File: config.mk
export PLATFORM = sky130hd
export DESIGN_NAME = multicycle_mips_flat
export DESIGN_NICKNAME = d
export VERILOG_FILES = /design/src/rtl/multicycle_mips_if.sv /design/src/rtl/multicycle_mips.sv /design/src/flat_wrapper.sv
export SDC_FILE = /design/constraint.sdc
export NUM_CORES = 2
export LEC_CHECK = 0
export BUFFER_PORTS_ARGS = -buffer_cell sky130_fd_sc_hd__buf_2
export CAP_MARGIN = 20
export CORE_UTILIZATION = 40
export DETAILED_ROUTE_END_ITERATION = 12
export HOLD_SLACK_MARGIN = 0.12
export PLACE_DENSITY = 0.59
export SETUP_SLACK_MARGIN = 0.4
export SYNTH_ARGS = -nofsm -noshare
export SYNTH_HDL_FRONTEND = slang
export SYNTH_SLANG_ARGS = --single-unit
File: constraint.sdc
create_clock -name clk -period 3.3 [get_ports clk]
set_clock_uncertainty 0.2 [all_clocks]
set_input_delay 0.66 -clock clk [delete_from_list [all_inputs] [get_ports clk]]
set_output_delay 0.66 -clock clk [all_outputs]
set_load 0.01 [all_outputs]
File: src/rtl/multicycle_mips_if.sv
// Instruction-ROM and data-SRAM bus of the multi-cycle MIPS core.
// The core drives it through the master modport; memories sit on the slave side.
interface multicycle_mips_if #(parameter int DMEM_AW = 7);
  logic [31:0]        IR_addr;
  logic [31:0]        IR;
  logic [31:0]        ReadDataMem;
  logic               mem_ready;
  logic               CEN;
  logic               WEN;
  logic               OEN;
  logic [DMEM_AW-1:0] A;
  logic [31:0]        ReadData2;

  modport master (output IR_addr, CEN, WEN, OEN, A, ReadData2,
                  input  IR, ReadDataMem, mem_ready);
  modport slave  (input  IR_addr, CEN, WEN, OEN, A, ReadData2,
                  output IR, ReadDataMem, mem_ready);
endinterface

File: src/rtl/multicycle_mips.sv
// Multi-cycle MIPS core: IF/ID/EX/MEM/WB FSM sharing one ALU, with a
// ready-handshaked data memory stage that stretches for SRAM wait states.
module multicycle_mips #(
  parameter int          DMEM_AW  = 7,
  parameter logic [31:0] RESET_PC = 32'h0
) (
  input  logic                clk,
  input  logic                rst_n,
  multicycle_mips_if.master   bus,
  output logic [31:0]         RF_writedata,
  output logic                rf_we,
  output logic [2:0]          fsm_state,
  output logic                instr_done
);
  typedef enum logic [2:0] {S_IF = 3'd0, S_ID = 3'd1, S_EX = 3'd2, S_MEM = 3'd3, S_WB = 3'd4} state_t;

  state_t      r_state;
  logic [31:0] r_pc, r_ir, r_a, r_b, r_alu, r_mdr;
  logic [31:0] r_rf [32];
  logic        r_cen, r_wen;

  logic [5:0]  w_op, w_funct;
  logic [4:0]  w_rs, w_rt, w_rd, w_waddr;
  logic [31:0] w_simm, w_alu_r;
  logic        w_rtype, w_ralu, w_jr, w_addi, w_lw, w_sw, w_beq, w_bne, w_j, w_jal;
  logic        w_unused_shamt;

  assign w_op    = r_ir[31:26];
  assign w_rs    = r_ir[25:21];
  assign w_rt    = r_ir[20:16];
  assign w_rd    = r_ir[15:11];
  assign w_funct = r_ir[5:0];
  assign w_simm  = {{16{r_ir[15]}}, r_ir[15:0]};
  assign w_unused_shamt = ^r_ir[10:6];

  assign w_rtype = (w_op == 6'h00);
  assign w_ralu  = w_rtype && (w_funct inside {6'h20, 6'h22, 6'h24, 6'h25, 6'h27, 6'h2A});
  assign w_jr    = w_rtype && (w_funct == 6'h08);
  assign w_addi  = (w_op == 6'h08);
  assign w_lw    = (w_op == 6'h23);
  assign w_sw    = (w_op == 6'h2B);
  assign w_beq   = (w_op == 6'h04);
  assign w_bne   = (w_op == 6'h05);
  assign w_j     = (w_op == 6'h02);
  assign w_jal   = (w_op == 6'h03);

  always_comb begin
    w_alu_r = '0;
    case (w_funct)
      6'h20: w_alu_r = r_a + r_b;
      6'h22: w_alu_r = r_a - r_b;
      6'h24: w_alu_r = r_a & r_b;
      6'h25: w_alu_r = r_a | r_b;
      6'h27: w_alu_r = ~(r_a | r_b);
      6'h2A: w_alu_r = {31'd0, $signed(r_a) < $signed(r_b)};
      default: w_alu_r = '0;
    endcase
  end

  // Write port and completion strobe depend on decoded opcode and mem_ready,
  // so they are combinational off the state register.
  always_comb begin
    rf_we        = 1'b0;
    w_waddr      = '0;
    RF_writedata = '0;
    instr_done   = 1'b0;
    case (r_state)
      S_EX: begin
        if (w_jal) begin
          rf_we        = 1'b1;
          w_waddr      = 5'd31;
          RF_writedata = r_pc;
        end
        instr_done = !(w_ralu || w_addi || w_lw || w_sw);
      end
      S_MEM: instr_done = w_sw && bus.mem_ready;
      S_WB: begin
        rf_we        = 1'b1;
        w_waddr      = w_rtype ? w_rd : w_rt;
        RF_writedata = w_lw ? r_mdr : r_alu;
        instr_done   = 1'b1;
      end
      default: ;
    endcase
  end

  always_ff @(posedge clk or negedge rst_n) begin
    if (!rst_n) begin
      for (int i = 0; i < 32; i++) r_rf[i] <= '0;
    end else if (rf_we && w_waddr != 5'd0) begin
      r_rf[w_waddr] <= RF_writedata;
    end
  end

  always_ff @(posedge clk or negedge rst_n) begin
    if (!rst_n) begin
      r_state <= S_IF;
      r_pc    <= RESET_PC;
      r_ir    <= '0;
      r_a     <= '0;
      r_b     <= '0;
      r_alu   <= '0;
      r_mdr   <= '0;
      r_cen   <= 1'b1;
      r_wen   <= 1'b1;
    end else begin
      case (r_state)
        S_IF: begin
          r_ir    <= bus.IR;
          r_pc    <= r_pc + 32'd4;
          r_state <= S_ID;
        end
        S_ID: begin
          r_a     <= r_rf[w_rs];
          r_b     <= r_rf[w_rt];
          r_alu   <= r_pc + {w_simm[29:0], 2'b00};
          r_state <= S_EX;
        end
        S_EX: begin
          r_state <= S_IF;
          if (w_ralu) begin
            r_alu   <= w_alu_r;
            r_state <= S_WB;
          end else if (w_addi) begin
            r_alu   <= r_a + w_simm;
            r_state <= S_WB;
          end else if (w_lw || w_sw) begin
            r_alu   <= r_a + w_simm;
            r_state <= S_MEM;
            r_cen   <= 1'b0;
            r_wen   <= ~w_sw;
          end else if ((w_beq && r_a == r_b) || (w_bne && r_a != r_b)) begin
            r_pc <= r_alu;
          end else if (w_j || w_jal) begin
            r_pc <= {r_pc[31:28], r_ir[25:0], 2'b00};
          end else if (w_jr) begin
            r_pc <= r_a;
          end
        end
        S_MEM: begin
          if (bus.mem_ready) begin
            r_cen <= 1'b1;
            r_wen <= 1'b1;
            if (w_lw) begin
              r_mdr   <= bus.ReadDataMem;
              r_state <= S_WB;
            end else begin
              r_state <= S_IF;
            end
          end
        end
        S_WB:    r_state <= S_IF;
        default: r_state <= S_IF;
      endcase
    end
  end

  assign bus.IR_addr   = r_pc;
  assign bus.CEN       = r_cen;
  assign bus.WEN       = r_wen;
  assign bus.OEN       = 1'b0;
  assign bus.A         = r_alu[DMEM_AW+1:2];
  assign bus.ReadData2 = r_b;
  assign fsm_state     = r_state;
endmodule

File: src/flat_wrapper.sv
// flat-port wrapper written by rule: the top's interface ports become plain ports
module multicycle_mips_flat 
#(
  parameter int          DMEM_AW  = 7,
  parameter logic [31:0] RESET_PC = 32'h0
)
  (clk, rst_n, RF_writedata, rf_we, fsm_state, instr_done, bus_IR_addr, bus_CEN, bus_WEN, bus_OEN, bus_A, bus_ReadData2, bus_IR, bus_ReadDataMem, bus_mem_ready);
  multicycle_mips_if #(.DMEM_AW(DMEM_AW)) bus_i ();
  input  logic clk;
  input  logic rst_n;
  output logic [31:0] RF_writedata;
  output logic rf_we;
  output logic [2:0] fsm_state;
  output logic instr_done;
  output wire logic [$bits(bus_i.IR_addr)-1:0] bus_IR_addr;
  output wire logic [$bits(bus_i.CEN)-1:0] bus_CEN;
  output wire logic [$bits(bus_i.WEN)-1:0] bus_WEN;
  output wire logic [$bits(bus_i.OEN)-1:0] bus_OEN;
  output wire logic [$bits(bus_i.A)-1:0] bus_A;
  output wire logic [$bits(bus_i.ReadData2)-1:0] bus_ReadData2;
  input wire logic [$bits(bus_i.IR)-1:0] bus_IR;
  input wire logic [$bits(bus_i.ReadDataMem)-1:0] bus_ReadDataMem;
  input wire logic [$bits(bus_i.mem_ready)-1:0] bus_mem_ready;
  assign bus_IR_addr = bus_i.IR_addr;
  assign bus_CEN = bus_i.CEN;
  assign bus_WEN = bus_i.WEN;
  assign bus_OEN = bus_i.OEN;
  assign bus_A = bus_i.A;
  assign bus_ReadData2 = bus_i.ReadData2;
  assign bus_i.IR = bus_IR;
  assign bus_i.ReadDataMem = bus_ReadDataMem;
  assign bus_i.mem_ready = bus_mem_ready;
  multicycle_mips #(.DMEM_AW(DMEM_AW), .RESET_PC(RESET_PC)) u_core (.clk(clk), .rst_n(rst_n), .bus(bus_i), .RF_writedata(RF_writedata), .rf_we(rf_we), .fsm_state(fsm_state), .instr_done(instr_done));
endmodule
* Word level (Yosys, flattened, before mapping) *
Cells that the tools add are included.

cells by class
  bitwise logic cells = 7
  $add $sub $neg = 5
  equality and inequality tests = 29
  mux-type cells = 45
  magnitude comparators = 5
  reductions and logical operators = 26

operators by type and width
  operator                 count
  $bwmux W1024             1
  $mux W32                 16
  $bmux W32 S5             2
  $pmux W32 S2             3
  $pmux W32 S6             1
  $demux W32 S5            1
  $add A32 B32 Y32         3
  $eq A6 B6 Y1 const B     8
  $add A32 B3 Y32 const B  1
  $and A32 B32 Y32         1
  $eq A32 B32 Y1           1
  $lt A32 B32 Y1           1
  $ne A32 B32 Y1           1
  $not A32 Y32             1
  $or A32 B32 Y32          1
  $sub A32 B32 Y32         1
  $ge A6 B6 Y1 const B     3
  $not A5 Y6               3
  $eq A6 B2 Y1 const B     2
  $eq A6 B3 Y1 const B     2
  $eq A6 B4 Y1 const B     2
  $mux W3                  4
  $pmux W3 S4              1
  $mux W5                  2
  27 further kinds         55

word-level totals
  register bits = 1,221

* Logic depth before layout (Yosys ltp) *
  depth in word-level cells = 9
  gate-level depth with buffers = 15
  gate-level depth less buffers = 14

* Worst setup path before layout *
Ideal clock, no wire load.

  path type = register to register
  start = register u_core.r_ir[1]
  end = register u_core.r_alu[28]
  period minus slack after synthesis = 3,481 ps
  library setup time = 126 ps
  slack = -181 ps
  data required time = 2,974 ps
  buffers on the path = 3
  data arrival time = 3,155 ps
  cell stages (with the launch flop) = 15
  path through = dfrtp_1 > buf_2 > inv_1 > clkbuf_1 > clkbuf_1 > fa_1 > nor2b_1 > o31a_1 > o21ai_0 > a211o_1 > a311o_1 > a21oi_1 > o21a_1 > o21ai_0 > a221o_1

between the ends
  cells in the longest elaborated chain, start to end = 5
  elaborated cells on any way between the ends = 17

ends and longest elaborated chain
  element                                                   RTL line                                       source
  start, declared                                           multicycle_mips.sv:18                          logic [31:0] r_pc, r_ir, r_a, r_b, r_alu, r_mdr;
  start signal, assigned                                    multicycle_mips.sv:109                         r_ir <= bus.IR;
  $add A32 B32 Y32 / $eq A6 B6 Y1 (equally long branches)   -
  $mux W32 / $reduce_bool A6 Y1 (equally long branches)     multicycle_mips.sv:127, multicycle_mips.sv:37
  $mux W32 / $logic_and A1 B1 Y1 (equally long branches)    multicycle_mips.sv:124, multicycle_mips.sv:37
  $mux W32 / $ne A4 B1 Y1 (equally long branches)           -
  $pmux W32 S2 / $reduce_and A2 Y1 (equally long branches)  -
  end signal, assigned                                      multicycle_mips.sv:122                         r_alu <= w_alu_r;
  end signal, assigned                                      multicycle_mips.sv:125                         r_alu <= r_a + w_simm;
  end signal, assigned                                      multicycle_mips.sv:128                         r_alu <= r_a + w_simm;
  end, declared                                             multicycle_mips.sv:18

Parallel ways exist; a longest one is shown, timed or not. The select of a mux whose other input is x is not followed.
A chain may end at the register's enable or synchronous reset.

* Final worst setup path *
  start = register u_core.r_ir[28]
  end = output RF_writedata[20]

between the ends
  cells in the longest elaborated chain, start to end = 3
  elaborated cells on any way between the ends = 5

ends and longest elaborated chain
  element                                              RTL line                                      source
  $eq A6 B6 Y1 / $eq A6 B2 Y1 (equally long branches)  multicycle_mips.sv:40, multicycle_mips.sv:45
  $mux W32, on equally long branches                   multicycle_mips.sv:80, multicycle_mips.sv:69
  $pmux W32 S2 (*)                                     multicycle_mips.sv:67                         case (r_state)
  end, declared                                        flat_wrapper.sv:11                            output logic [31:0] RF_writedata;

Every way passes the cells marked *; elsewhere a longest branch is shown, timed or not.

==> results by group <==
Synth
  – Post-synth EDFFs: 0
  – Part of the Yosys area used for sequential elements: 0.439
  – Syn Nets: 6850
  – Avg Cell Area, Syn: 10.5 um2
  – Async set or reset register ratio after synthesis: 1.00
  – Yosys Warn Count: 0
  – Number of synthesized register bits: 1221
  – Synth unique cells: 85
  – Top FF cell, synth: dfrtp_1
  – Synth Instances: 6615
  – Synth Cell Area: 0.0696 mm2

Hold path
  – Worst hold path type: flip-flop to flip-flop
  – Hold_sp: u_core.r_rf[1021]

Place
  – IO Port Bufs: 176
  – Pre-CTS setup slack: -0.446 ns
  – Routability cong.: 0.975
  – Post-DP HPWL: 179000 um

Critical path
  – CP Capture Type: primary output
  – CP arrival: 2.94 ns
  – Critical path launch point: u_core.r_ir[28]
  – Most used cell, CP: nand2b_4
  – Worst r2r src: u_core.bus.ReadData2[0]
  – Worst Path Required: 2.44 ns
  – CP max FO: 8
  – CP bufs+invs: 4
  – Cell family with most CP delay: simple AND/OR/NAND/NOR gates
  – Startpoint types: flip-flop
  – Worst-path cell chain: nand2b_4, buf_6, nor3_4, nand2b_4, buf_16, nand2_1, a21oi_2, a21oi_4, inv_1, buf_2
  – Peak per-stage delay on the critical path: 0.40 ns
  – Setup CP Type: flip-flop to primary output
  – CP max-delay cell: dfrtp_1

Clocking
  – CTS tree: built
  – Clock latency at the later pin of the worst-skew pair: 0.82 ns
  – Reg clk slew, reported paths: 0.06 ns
  – Clk root buf: clkbuf_16
  – Total CTS buffers: 139
  – H-Tree Depth: 4
  – # clock sinks: 1221
  – Max clock buf depth: 3

Timing
  – Setup violators final: 77
  – Fmax: 263 MHz
  – Setup WS post-layout: -0.498 ns
  – RSZ-0062 raised after global routing: yes
  – Final Hold Viols: 0
  – Clock period minus worst slack: 3.80 ns
  – Slew margin rel.: 0.418
  – Hold slack: 0.194 ns
  – Final Max Tran Viols: 0
  – Measured slew at the worst slew-check pin: 0.872 ns
  – Period utilization: 1.15

Floorplanning
  – Core Box Area: 0.172 mm2
  – Chip Width: 419 um
  – I/O pin cnt: 178
  – Die Height: 419 um
  – Row Count: 152
  – Die Footprint: 0.176 mm2
  – Initial Utilization: 0.404

Drt
  – Detailed-route DRC error count: 0
  – Routed Antenna Nets: 0
  – Iteration count of the initial detailed-routing pass: 6
  – Final WL: 276000 um
  – First DRT Iteration DRCs: 6277
  – Via Count: 58281
  – DR vias/cell: 6.01
  – WL/cell: 28.5 um

Status
  – Violations in the final reports: negative setup slack
  – Outcome: complete, but fails checks

Final layout
  – Nets: 7509
  – P&R area growth vs syn: 27.1%
  – Fin util: 0.514
  – Layout cell share with drive strength beyond 1: 0.332
  – Fill count: 15200

Power
  – Overall power: 61.6 mW
  – Worst vdd ir: 0.544 mV
  – P per Cell Area: 696 mW/mm2
  – Pleak: 38.6 nW

GRT
  – Antenna violations before repair: 9
  – First-pass GRT wire length: 392000 um
  – Gr usage total: 0.305
  – Number of global-route vias before repair: 57576
  – Gr ovfl total: 0
  – Largest net degree at the start of global routing: 138

Flow run
  – Max-cap violations: 0
-- registers in the layout (all words and copies together), names as in the netlist --
register / cells
u_core.bus.IR_addr: 32
u_core.r_alu: 32
u_core.r_a: 32
u_core.bus.ReadData2: 32
u_core.bus.CEN: 1
u_core.bus.WEN: 1
u_core.r_ir: 32
u_core.r_rf: 1024
u_core.fsm_state: 3
u_core.r_mdr: 32
-- metal layers --
metal,global-route usage,vias to the layer above,part of all wire,wire (um)
li1,-,25371,-,-
met1,0.398,29645,0.40,109000
met2,0.483,2587,0.46,128000
met3,0.0672,672,0.084,23200
met4,0.147,6,0.057,15700
met5,0,-,0.00013,37
-- layout by cell type, fill, tap and decap left out, types with 21 or more instances in the layout --
cell / count
dlygate4sd3_1: 66
a31oi_1: 54
buf_4: 647
o21ai_1: 93
a21oi_1: 655
clkbuf_16: 154
nand2_1: 760
o21ai_2: 23
clkbuf_8: 23
mux2i_1: 69
o211ai_1: 26
buf_12: 147
dfrtp_1: 1204
nand2_4: 31
nand3_1: 48
inv_1: 123
buf_6: 85
nor3_1: 27
xnor2_1: 49
a21o_1: 43
a21oi_4: 22
buf_16: 21
clkinv_2: 27
nor2_1: 678
ha_4: 28
clkbuf_1: 31
o21ai_0: 595
o22ai_1: 23
a21oi_2: 83
inv_2: 30
buf_2: 152
a211oi_1: 37
ha_1: 133
nor2_4: 30
mux2_2: 63
mux4_2: 640
-- Yosys cell counts, types with 46 or more instances --
cell,n,area share
nand2_1,810,0.044
a21oi_1,759,0.055
a31oi_1,67,0.0060
dfrtp_1,1219,0.44
mux2_2,64,0.010
a211oi_1,46,0.0050
clkbuf_1,465,0.025
ha_1,164,0.029
xnor2_1,50,0.0063
mux2i_1,74,0.011
nand3_1,52,0.0037
mux4_2,640,0.21
o21ai_0,623,0.045
inv_1,161,0.0087
buf_2,62,0.0045
o21ai_1,90,0.0065
nor2_1,711,0.038
buf_1,80,0.0043
-- worst register-to-register path, stage by stage, from the launching register on --
cell,delay (ns)
dfrtp_1,0.42
inv_1,0.11
ha_4,0.29
or4_4,0.49
nor3_2,0.12
nand4_1,0.21
xor2_1,0.24
or4b_4,0.53
buf_6,0.17
buf_16,0.16
buf_12,0.16
o21ai_1,0.14
nand2_1,0.07
o21ai_1,0.14
a21oi_2,0.07
-- final cells by class --
cell class                 instances  area [um2]  share of cell area
clock inverter                    57         663             0.00749
inverter                         163         647             0.00731
timing repair buffer            1142       11300               0.127
multi-input combinational       4607       38500               0.434
tap                             2310        2890              0.0327
clock buffer                     195        3960              0.0448
sequential                      1221       30600               0.346
antenna                            3        7.51           0.0000848
-- metrics by stage --
step,area [um2],cells,TNS [ns]
final,88500,9698,-23.33
after CTS,86700,9633,-24.26
after global placement,78600,9222,-8.94
after global routing,88500,9697,-36.81
after detailed placement,78600,9222,-10.34
after floorplan,69800,6615,0
-- worst paths after layout --
path,slack (ns),depth (start not counted),endpoint
worst max register to register,-0.36,14,u_core.bus.IR_addr[28]
worst min-delay path,0.19,0,u_core.r_rf[1021]
worst max-delay path,-0.50,10,RF_writedata[20]
max in group asynchronous,1.61,3,u_core.r_rf[520]
worst min register to register,0.19,0,u_core.r_rf[1021]
min in group asynchronous,0.24,2,u_core.r_rf[602]
-- cells by family (layout without fill, tap and decap cells) --
logic type,after synthesis,in the layout,share of synthesized area
compound gates,1846,1846,0.147
mux,778,778,0.228
fa+ha+maj,168,168,0.0306
flops,1221,1221,0.439
xor+xnor,73,73,0.00919
buf+inv,787,1557,0.0448
simple gates,1741,1741,0.101
other cells,1,4,0.0000539
-- power by group --
group / total [mW] / leakage [nW] / switching [mW] / internal, mW
combinational: 28.1 / 19.5 / 16.0 / 12.0
clock: 15.9 / 2.28 / 6.73 / 9.17
sequential: 17.6 / 16.8 / 1.60 / 16.0
-- what timing repair did --
action                                   CTS  global route
hold buffers                              66             0
pin swaps                                116            89
endpoints found under the setup margin  1103          1137
hold endpoints to repair                 210             0
cloned                                    17            17
gates resized for setup                  404           222
buffers inserted                          76            45
Note: power is estimated with default switching activity, not from simulation.
